## config.mk

```make
export PLATFORM = sky130hd
export DESIGN_NAME = comparator_serial_ctrl
export DESIGN_NICKNAME = d
export VERILOG_FILES = /design/src/rtl/comparator_serial_ctrl.sv
export SDC_FILE = /design/constraint.sdc
export NUM_CORES = 1
export LEC_CHECK = 0
export ABC_AREA = 1
export BUFFER_PORTS_ARGS = -buffer_cell sky130_fd_sc_hd__buf_2
export CORE_MARGIN = 2
export CORE_UTILIZATION = 50
export CTS_CLUSTER_SIZE = 16
export DETAILED_ROUTE_END_ITERATION = 10
export PLACE_DENSITY_LB_ADDON = 0.15
export SLEW_MARGIN = 25
export SYNTH_ARGS = -nofsm -noshare
export SYNTH_HDL_FRONTEND = slang
export SYNTH_SLANG_ARGS = --single-unit
```

## constraint.sdc

```tcl
create_clock -name clk -period 1.6 [get_ports clk]
set_input_delay 0.16 -clock clk [delete_from_list [all_inputs] [get_ports clk]]
set_output_delay 0.16 -clock clk [all_outputs]
set_load 0.03 [all_outputs]
```

## src/rtl/comparator_serial_ctrl.sv

```systemverilog
// Serial MSB-first magnitude comparator: one bit pair per cycle through a 1-bit slice,
// with valid/ready handshakes on operand capture and result handoff.
module comparator_serial_ctrl #(
  parameter int unsigned WIDTH      = 3,
  parameter bit          EARLY_EXIT = 1'b1,
  localparam int unsigned IW        = (WIDTH > 1) ? $clog2(WIDTH) : 1,
  localparam int unsigned BW        = $clog2(WIDTH + 1)
) (
  input  logic             clk,
  input  logic             rst,
  input  logic             in_valid,
  output logic             in_ready,
  input  logic [WIDTH-1:0] a,
  input  logic [WIDTH-1:0] b,
  output logic             out_valid,
  input  logic             out_ready,
  output logic             lesser,
  output logic             greater,
  output logic             equal,
  output logic             busy,
  output logic [BW-1:0]    bits_used
);

  typedef enum logic [1:0] {StIdle, StCompare, StDone} state_e;

  state_e           state_q, state_d;
  logic [WIDTH-1:0] a_q, a_d, b_q, b_d;
  logic [IW-1:0]    idx_q, idx_d;
  logic             lt_q, lt_d, gt_q, gt_d;
  logic             lesser_q, lesser_d, greater_q, greater_d, equal_q, equal_d;
  logic [BW-1:0]    bits_q, bits_d;
  logic             bit_a, bit_b;

  assign bit_a = a_q[idx_q];
  assign bit_b = b_q[idx_q];

  always_comb begin
    state_d   = state_q;
    a_d       = a_q;
    b_d       = b_q;
    idx_d     = idx_q;
    lt_d      = lt_q;
    gt_d      = gt_q;
    lesser_d  = lesser_q;
    greater_d = greater_q;
    equal_d   = equal_q;
    bits_d    = bits_q;
    unique case (state_q)
      StIdle: begin
        if (in_valid) begin
          a_d     = a;
          b_d     = b;
          idx_d   = IW'(WIDTH - 1);
          lt_d    = 1'b0;
          gt_d    = 1'b0;
          bits_d  = '0;
          state_d = StCompare;
        end
      end
      StCompare: begin
        bits_d = bits_q + 1'b1;
        // Only the most significant difference decides the result.
        if ((bit_a != bit_b) && !lt_q && !gt_q) begin
          lt_d = bit_b;
          gt_d = bit_a;
        end
        if ((EARLY_EXIT && (lt_d || gt_d)) || (idx_q == '0)) begin
          state_d   = StDone;
          lesser_d  = lt_d;
          greater_d = gt_d;
          equal_d   = ~lt_d & ~gt_d;
        end else begin
          idx_d = idx_q - 1'b1;
        end
      end
      StDone: begin
        if (out_ready) begin
          state_d   = StIdle;
          lesser_d  = 1'b0;
          greater_d = 1'b0;
          equal_d   = 1'b0;
        end
      end
      default: state_d = StIdle;
    endcase
  end

  always_ff @(posedge clk or posedge rst) begin
    if (rst) begin
      state_q   <= StIdle;
      a_q       <= '0;
      b_q       <= '0;
      idx_q     <= '0;
      lt_q      <= 1'b0;
      gt_q      <= 1'b0;
      lesser_q  <= 1'b0;
      greater_q <= 1'b0;
      equal_q   <= 1'b0;
      bits_q    <= '0;
    end else begin
      state_q   <= state_d;
      a_q       <= a_d;
      b_q       <= b_d;
      idx_q     <= idx_d;
      lt_q      <= lt_d;
      gt_q      <= gt_d;
      lesser_q  <= lesser_d;
      greater_q <= greater_d;
      equal_q   <= equal_d;
      bits_q    <= bits_d;
    end
  end

  assign in_ready  = (state_q == StIdle);
  assign out_valid = (state_q == StDone);
  assign busy      = (state_q != StIdle);
  assign lesser    = lesser_q;
  assign greater   = greater_q;
  assign equal     = equal_q;
  assign bits_used = bits_q;

endmodule
```

==> Word level (Yosys, flattened, before mapping) <==
Cells that the tools add are included.
{ "op_classes": {"reduce_logical": 16, "n_addsub": 2, "n_lt_le_gt_ge": 1, "bitwise": 3, "muxes": 27, "eq_ne": 7} }
{ "ops": {"columns": ["op", "count"], "rows": [
  ["2-to-1 mux 2 bit", 6],
  ["2-to-1 mux 1 bit", 11],
  ["case mux 1 bit (2 select lines)", 5],
  ["AND reduction 3 bit", 3],
  ["case mux 2 bit (2 select lines)", 2],
  ["!= test 2 bit, second input constant", 3],
  ["case mux 2 bit (3 select lines)", 1],
  ["nonzero test 2 bit", 3],
  ["binary-select mux 1 bit (select 2 bit)", 2],
  ["logical NOT 2 bit", 2],
  ["AND reduction 2 bit", 2],
  ["less-than comparator 2 x 3 -> 1 bit, second input constant", 1],
  ["adder 2 x 1 -> 2 bit, second input constant", 1],
  ["equality test 2 x 1 -> 1 bit, second input constant", 1],
  ["equality test 2 bit, second input constant", 1],
  ["logical AND 1 bit", 2],
  ["logical NOT 1 bit", 2],
  ["logical OR 1 bit", 2],
  ["!= test 2 x 1 -> 1 bit, second input constant", 1],
  ["inverter 1 bit", 2],
  ["subtractor 2 x 1 -> 2 bit, second input constant", 1],
  ["AND 1 bit", 1],
  ["!= test 1 bit", 1]
]} }
{ "word_totals": {"elab_cells": 66, "register_bits": 17} }

==> Longest topological paths before layout <==
Gate-level depths: netlist of the first run.
{ "depth": {"word_depth": 11, "ltp_mapped": 10, "ltp_nobuf": 10} }

==> Worst setup path before layout of the first run <==
No wires, ideal clock.
{ "synth_path": {"path_kind": "register to register", "startpoint": "reg state_q[1]", "endpoint": "reg b_q[2]", "setup_time_ps": 128, "path_stages_with_launch": 5, "path_buffers": 1, "setup_slack_ps": 103, "synth_period_minus_slack_ps": 1497, "arrival_ps": 1369, "cell_sequence": "dfrtp_1 -> nor2_2 -> nand2_1 -> buf_2 -> mux2_1"} }
{ "synth_between": {"elab_chain_cells": 2} }
{ "synth_rtl": {"columns": ["element", "line_no", "text"], "rows": [
  ["start: declaration", "26", "state_e state_q, state_d;"],
  ["start signal: assignment", "90", "state_q <= StIdle;"],
  ["start signal: assignment", "101", "state_q <= state_d;"],
  ["logical NOT 2 bit", null, null],
  ["via in_ready", "12", "output logic in_ready,"],
  ["AND reduction 2 bit (no source line)", null, null],
  ["end signal: assignment", "92", "b_q <= '0;"],
  ["end signal: assignment", "103", "b_q <= b_d;"],
  ["end: declaration", "27", "logic [WIDTH-1:0] a_q, a_d, b_q, b_d;"]
]} }
The timed path passes the listed nets, and every way through them passes these cells.
A chain may end at the register's enable or synchronous reset.

==> Final worst setup path of the first run <==
{ "layout_path": {"startpoint": "reg state_q[1]", "endpoint": "reg bits_q[1] (netlist: bits_used[1])"} }
{ "layout_between": {"elab_chain_cells": 3, "elab_cells_between_ends": 6, "cone_classes": "eq/ne: 2; mux: 1; reduce/logical: 3"} }
{ "layout_rtl": {"columns": ["element", "line_no", "text"], "rows": [
  ["equality test 2 x 1 -> 1 bit / logical NOT 2 bit (equally long branches)", "48", "unique case (state_q)"],
  ["nonzero test 2 bit (no source line) / != test 2 bit (equally long branches)", null, null],
  ["AND reduction 2 bit (no source line)", null, null],
  ["end signal: assignment", "110", "bits_q <= bits_d;"],
  ["end: declaration", "31", "logic [BW-1:0] bits_q, bits_d;"]
]} }
Several ways; a longest one is shown, not always the timed one.

==> results of run 1 <==
-- routing by layer --
metal	global-route usage [%]	routed length [um]	vias up
met4	12.0	47	0
met2	28.2	725	19
met5	0	0	-
met3	2.38	78	5
li1	-	-	355
met1	22.0	684	307
-- cell families (layout without fill, tap and decap cells) --
family,Yosys count,count (layout)
AOI/OAI and AO/OA,11,11
adders and majority gates,1,1
buffers and inverters,16,37
DFF,17,17
muxes,3,3
and+or+nand+nor,51,51
-- flip-flops by register name (all words and copies together) (netlist names) --
signal	count
equal	1
b_q	3
lesser	1
lt_q	1
greater	1
idx_q	2
bits_used	2
state_q	2
gt_q	1
a_q	3
-- cells in the final DEF (no fill, tap or decap), drive strengths merged, types with 3 or more instances in the layout --
cell type / n
nand2: 32
dfrtp: 17
buf: 17
inv: 15
nand3: 8
nor2: 7
o21ai: 7
clkbuf: 4
a21oi: 3
mux2: 3
-- how the worst max path moves through the flow --
stage / from / to / slack (ps) / cells past startpoint
finish: state_q[1] / bits_used[1] / 200 / 6
global route: state_q[1] / bits_used[1] / 40 / 6
CTS: state_q[0] / bits_used[1] / 160 / 6
detailed placement: state_q[1] / bits_used[1] / 180 / 6
global placement: state_q[1] / bits_used[1] / 210 / 6
floorplan: state_q[1] / b_q[2] / 100 / 4
-- power groups by stage --
stage               Combinational, uW  Clock (uW)  Sequential (uW)
finish                           1140         229              730
floorplan                         838           0              805
global route                     1290         254              754
global placement                 1120           0              734
CTS                              1150         241              730
detailed placement               1140           0              739
-- stage by stage --
step	worst slack, ps	utilization, %	std cells	power, uW
after global placement	211	57.6	132	1860
after CTS	156	59.8	137	2120
after global routing	37.0	59.8	137	2290
after detailed placement	182	57.6	132	1880
final	198	59.8	137	2100
after floorplan	103	-	99	1640
-- what timing repair did --
| action | in CTS | in global routing |
|---|---|---|
| buffers inserted | 0 | 0 |
| hold buffers | 1 | 0 |
| resized for setup | 0 | 0 |
| hold endpoints to repair | 17 | 0 |
| endpoints found under the setup margin | 0 | 0 |
-- cell type report --
class                      instances  area, sq um
sequential                        17          425
fill                             170          679
inverter                          15         56.3
multi-input combinational         66          385
timing repair buffer              18         95.1
tap                               17         21.3
clock buffer                       4         26.3
==> run metrics, run 1 <==
net count after synthesis 110; Post-synth EDFFs 0; vias in the first global route roughly 600; Yosys cell types 23; Die X ~46 um; RSZ-0062 raised after global routing no; Internal Power 1090 uW; Hold Crit Class in2reg; CP startpoint kind flop; largest net degree at the start of global routing 18; number of antenna diodes 0; Wirelength per Cell 11.2 um; slew margin rel. ~60%; outcome completed; Least-Margin Pin Slew between 600 and 700 ps; Syn-to-layout area delta 15.8%; wirelength, routed 1540 um; Clock Power Share 10.9%; Final Hold Fails 0; via/cell ratio roughly 5.0; Nets between 100 and 150; CORE AREA 1690 sq um; clock sink count 17; H-tree depth 1; sequential power share 34.8%; Switching Fraction a little under half; Remaining DRCs 0; setup TNS 0 ps; die area ~2100 sq um; Net Sw Power 1000 uW; clk buf depth 2; post-DP HPWL about 1200 um; XOR/XNOR Fraction of Synth Area 0%; fin area roughly 1000 sq um; Final Critical Period roughly 1400 ps; Synth Cell Area 872 sq um; CP bufs+invs 0; mux share of post-synthesis cell area under 10%; Placer Congestion between 0.7 and 0.8; FF-to-FF setup slack roughly 200 ps; Initial Utilization between 50% and 60%; Yosys top cell area share around half; worst-skew pair later-pin latency slightly below 300 ps; RR Endpoint bits_used[1]; FF-to-FF path depth 6; critical path type reg2reg; CP required 1780 ps; largest cells by area after synthesis dfrtp_1 49%, nand2_1 11%, inv_1 4.7%, nand2_2 4.3%, nand3_1 3.4%; Fin Clk Skew 0.991 ps; Final Setup Violations 0; smallest hold slack slightly below 70 ps; Synth async-reset ratio 100%; largest family of logic cells by synthesized area simple AND/OR/NAND/NOR gates; # rows 15; Compound-Gate Fraction of Synth Area 7.03%; die height between 40 and 50 um; Most used DFF post-synth dfrtp_1; GRT Resource Usage Total between 15 and 20%; initial antenna violation count 0; leakage power between 0.0005 and 0.0006 uW; Via Count between 600 and 700; Crit. End Element flop; hold worst-path end b_q[2]; # Max-Cap Violations 0; Hold Startpoint b[2]; R2R Path Start state_q[1]; Gate power share 54.3%; Mapped Avg Cell Area 8.81 sq um; area share of fa/ha/maj cells after synthesis 1.43%; Ports 18; period utilization between 80% and 90%; GR Overflow Total 0; peak supply drop 0.884 mV; most common cell in the synthesized netlist nand2_1; share of cells above drive strength 1 between 30% and 40%; Root Buffer clkbuf_4; # port buffers 17; CP Cell Sequence nor2_2 -> nand2_1 -> nand2_1 -> nand2_1 -> nand2_1 -> o31ai_1; Syn Inst Count slightly below 100; Simple-Gate Fraction of Synth Area 31.9%; Max Slew Vio Count 0; drt pass-1 iters 4; Synth Warn # 0; TritonCTS buffer count 3; biggest area consumer among synthesized cells dfrtp_1; sequential element share of the synthesized area around half; Max FO, Critical Path 12; Synth top cells by count 25 x nand2_1, 17 x dfrtp_1, 11 x inv_1, 6 x nand2_2, 6 x nand3_1; CP delay by family, top simple AND/OR/NAND/NOR gates; FMAX 713 MHz; Hold Path Depth 2; pwr dens about 2100 nW/um^2; slowest CP cell dfrtp_1; post-route ant nets 0; clock transition at the registers of the reported paths about 90 ps; CTS tree done; initial drt markers 4; Post-DP Area a little under 1000 sq um; first-pass GRT wire length about 2500 um; CP peak stage delay 400 ps; Worst EP arrival about 1600 ps; register bit total from synthesis 17; most frequent CP cell nand2_1
Note: power is estimated with default switching activity, not from simulation.
==> run 2: changes to the inputs <==
Settings changed: ABC_AREA 1 to unset.
==> run 2 against run 1 <==
  * Clock-buffer cell count unchanged
  * Sequential share of layout area shrank 2.0 points
  * Maximum frequency down 3.5%
  * Non-clock buffer count stayed put
  * Area after synthesis increased by 5.9%
  * Die area rose by 5.4%
  * Clock power decreased by 2%
  * Design area increased by 5.0%
  * Register-to-register slack got worse by 50 ps
  * Core utilization grew 1.6 points
  * Via count increased by 2.8%
  * Critical endpoint is now idx_q[0]
  * Largest cell class is now multi-input combinational cells
  * Largest power group unchanged
==> run metrics, run 2 <==
# port buffers 17 (unchanged); Yosys cell types 30 (was 23); hold_buf cts 1 (unchanged); CP startpoint kind flop (unchanged); outcome completed (unchanged); Syn Inst Count 90 (was 99); Crit. End Element flop (unchanged); number of antenna diodes 0 (unchanged); GR Overflow Total 0 (unchanged); Remaining DRCs 0 (unchanged); register bit total from synthesis 17 (unchanged); Mapped Avg Cell Area 10.3 sq um (was 8.81 sq um); Least-Margin Pin Slew 634 ps (was 621 ps); TritonCTS buffer count 3 (unchanged); Final Setup Violations 0 (unchanged); initial drt markers 4 (unchanged); Net Sw Power 976 uW (was 1000 uW); Hold Path Depth 2 (unchanged); Clock Power Share 10.4% (was 10.9%); Syn-to-layout area delta 14.8% (was 15.8%); FILL cells 172 (was 170); Post-DP Area 1020 sq um (was 973 sq um); Yosys top cell area share 46.1% (was 48.8%); postcts setup bufs 0 (unchanged); Synth top cells by count 17 x dfrtp_1, 8 x inv_1, 8 x nand2_1, 6 x mux2_2, 5 x mux2i_1 (was 25 x nand2_1, 17 x dfrtp_1, 11 x inv_1, 6 x nand2_2, 6 x nand3_1); clock sink count 17 (unchanged); pwr dens 2050 nW/um^2 (was 2080 nW/um^2); Initial Utilization 53.5% (was 51.6%); Wirelength per Cell 12.1 um (was 11.2 um); Fin Clk Skew 0.679 ps (was 0.991 ps); slowest CP cell dfrtp_1 (unchanged); CP Cell Sequence inv_1 -> ha_1 -> nor2_1 -> nand4_2 -> mux2i_1 (was nor2_2 -> nand2_1 -> nand2_1 -> nand2_1 -> nand2_1 -> o31ai_1); RSZ-0062 raised after global routing no (unchanged); # rows 15 (unchanged); H-tree depth 1 (unchanged); initial antenna violation count 0 (unchanged); Internal Power 1190 uW (was 1090 uW); Most used DFF post-synth dfrtp_1 (unchanged); sequential element share of the synthesized area 46.1% (was 48.8%); Via Count 705 (was 686); leakage power 0.000520 uW (was 0.000549 uW); total power 2170 uW (was 2100 uW); vias in the first global route 675 (was 597); Root Buffer clkbuf_4 (unchanged); largest net degree at the start of global routing 18 (unchanged); via/cell ratio 5.22 (was 5.01); Hold Crit Class in2reg (unchanged); Gate power share 50.9% (was 54.3%); CTS tree done (unchanged); Synth async-reset ratio 100% (unchanged); CP peak stage delay 530 ps (was 400 ps); Max Slew Vio Count 0 (unchanged); drt pass-1 iters 4 (unchanged); Max FO, Critical Path 7 (was 12); Post-synth EDFFs 0 (unchanged); Nets 122 (was 132); Worst EP arrival 1610 ps (was 1580 ps); smallest hold slack 101 ps (was 67.4 ps); Final Hold Fails 0 (unchanged); CP required 1760 ps (was 1780 ps); clk buf depth 2 (unchanged); largest cells by area after synthesis dfrtp_1 46%, mux2_2 7.3%, mux2i_1 5.4%, inv_1 3.3%, nand2_1 3.3% (was dfrtp_1 49%, nand2_1 11%, inv_1 4.7%, nand2_2 4.3%, nand3_1 3.4%); Placer Congestion 0.773 (was 0.746); peak supply drop 1.06 mV (was 0.884 mV); Die X 47.0 um (was 45.8 um); die area 2210 sq um (was 2090 sq um); Final Critical Period 1450 ps (was 1400 ps); most common cell in the synthesized netlist dfrtp_1 (was nand2_1); post-CTS resize count 0 (unchanged); Switching Fraction 45.0% (was 47.8%); RR Endpoint idx_q[0] (was bits_used[1]); net count after synthesis 101 (was 110); setup TNS 0 ps (unchanged); share of cells above drive strength 1 29.1% (was 35.0%); # Max-Cap Violations 0 (unchanged); fin area 1060 sq um (was 1010 sq um); biggest area consumer among synthesized cells dfrtp_1 (unchanged); die height 47.0 um (was 45.8 um); Non-Filler Instances 135 (was 137); FF-to-FF setup slack 150 ps (was 200 ps); Hold Startpoint b[2] (unchanged); Synth Cell Area 923 sq um (was 872 sq um); period utilization 90.9% (was 87.7%); Top Registers a_q: 3 flops, b_q: 3 flops (unchanged); slew margin rel. 57.7% (was 58.5%); GRT Resource Usage Total 18.4% (was 17.6%); critical path type reg2reg (unchanged); number of placed cells counting well taps 130 (was 132); clock transition at the registers of the reported paths 90 ps (about the same); FF-to-FF path depth 5 (was 6); sequential power share 38.7% (was 34.8%); FMAX 688 MHz (was 713 MHz); CORE AREA 1730 sq um (was 1690 sq um); first-pass GRT wire length 2780 um (was 2490 um); post-DP HPWL 1290 um (was 1190 um); Ports 18 (unchanged); post-route ant nets 0 (unchanged); Synth Warn # 0 (unchanged); hold worst-path end b_q[2] (unchanged); worst-skew pair later-pin latency 280 ps (was 290 ps); most frequent cells in the layout 17 x dfrtp_1, 17 x buf_2, 8 x inv_1, 8 x nand2_1, 6 x mux2_2 (was 25 x nand2_1, 17 x dfrtp_1, 17 x buf_2); R2R Path Start idx_q[0] (was state_q[1]); wirelength, routed 1640 um (was 1540 um)
[run 2: changes by cell type after synthesis, sizes merged, moves of 2 or more]
cell     delta
xor2        +3
nor2        -4
inv         -7
nor2b       +5
mux2i       +5
o22ai       +2
nand2      -23
nand2b      +2
mux2        +3
nand3       -6
a31oi       +4
o2bb2ai     +2
[run 2: worst max-delay path by stage]
stage / slack [ps] / startpoint / to / cells past startpoint
floorplan: 170 / state_q[0] / a_q[0] / 4
global placement: 210 / idx_q[0] / idx_q[0] / 5
detailed placement: 160 / idx_q[0] / idx_q[0] / 5
CTS: 140 / idx_q[0] / idx_q[0] / 5
global route: 10 / idx_q[0] / idx_q[0] / 5
finish: 150 / idx_q[0] / idx_q[0] / 5
[run 2: per-stage QoR]
stage | setup slack [ps] | utilization (%)
after floorplan | 168 | -
after global placement | 215 | 59.3
after detailed placement | 157 | 59.3
after CTS | 142 | 61.4
after global routing | 11.0 | 61.4
final | 146 | 61.4
[run 2: logic make-up (layout without fill, tap and decap cells)]
group	after synthesis	count (layout)	synth area share [%]
fa+ha+maj	1	1	1.35
xor+xnor	3	3	2.85
mux	11	11	12.7
buf+inv	10	30	5.01
simple gates	26	26	16.7
flops	17	17	46.1
compound gates	22	22	15.3
[run 2: final cells by class]
type                    instances  area, sq um  share of cell area, %
clock buffers                   4         26.3                   2.48
inverters                       8         30.0                   2.83
multi-input cells              63          452                   42.6
flip-flops and latches         17          425                   40.1
well taps                      25         31.3                   2.95
repair buffers                 18         95.1                   8.97
[run 2: metal layers]
layer / vias up / global-route usage [%] / share of wire (%)
li1: 351 / - / -
met1: 334 / 20.0 / 42
met2: 16 / 33.4 / 53
met3: 4 / 3.46 / 2.9
met4: 0 / 10.0 / 1.6
met5: - / 0 / 0
[run 2: power groups by stage]
| stage | clock network (uW) | registers, uW | logic (uW) |
|---|---|---|---|
| after floorplan | 0 | 873 | 850 |
| after global placement | 0 | 840 | 1100 |
| after detailed placement | 0 | 854 | 1110 |
| after CTS | 238 | 844 | 1120 |
| after global routing | 255 | 880 | 1250 |
| final | 225 | 840 | 1100 |
[run 2: worst max-delay path, delay by kind of cell (launching register included)]
kind	cells	cell delay, ps
flops	1	530
simple gates	2	300
fa+ha+maj	1	240
mux	1	160
buf+inv	1	100
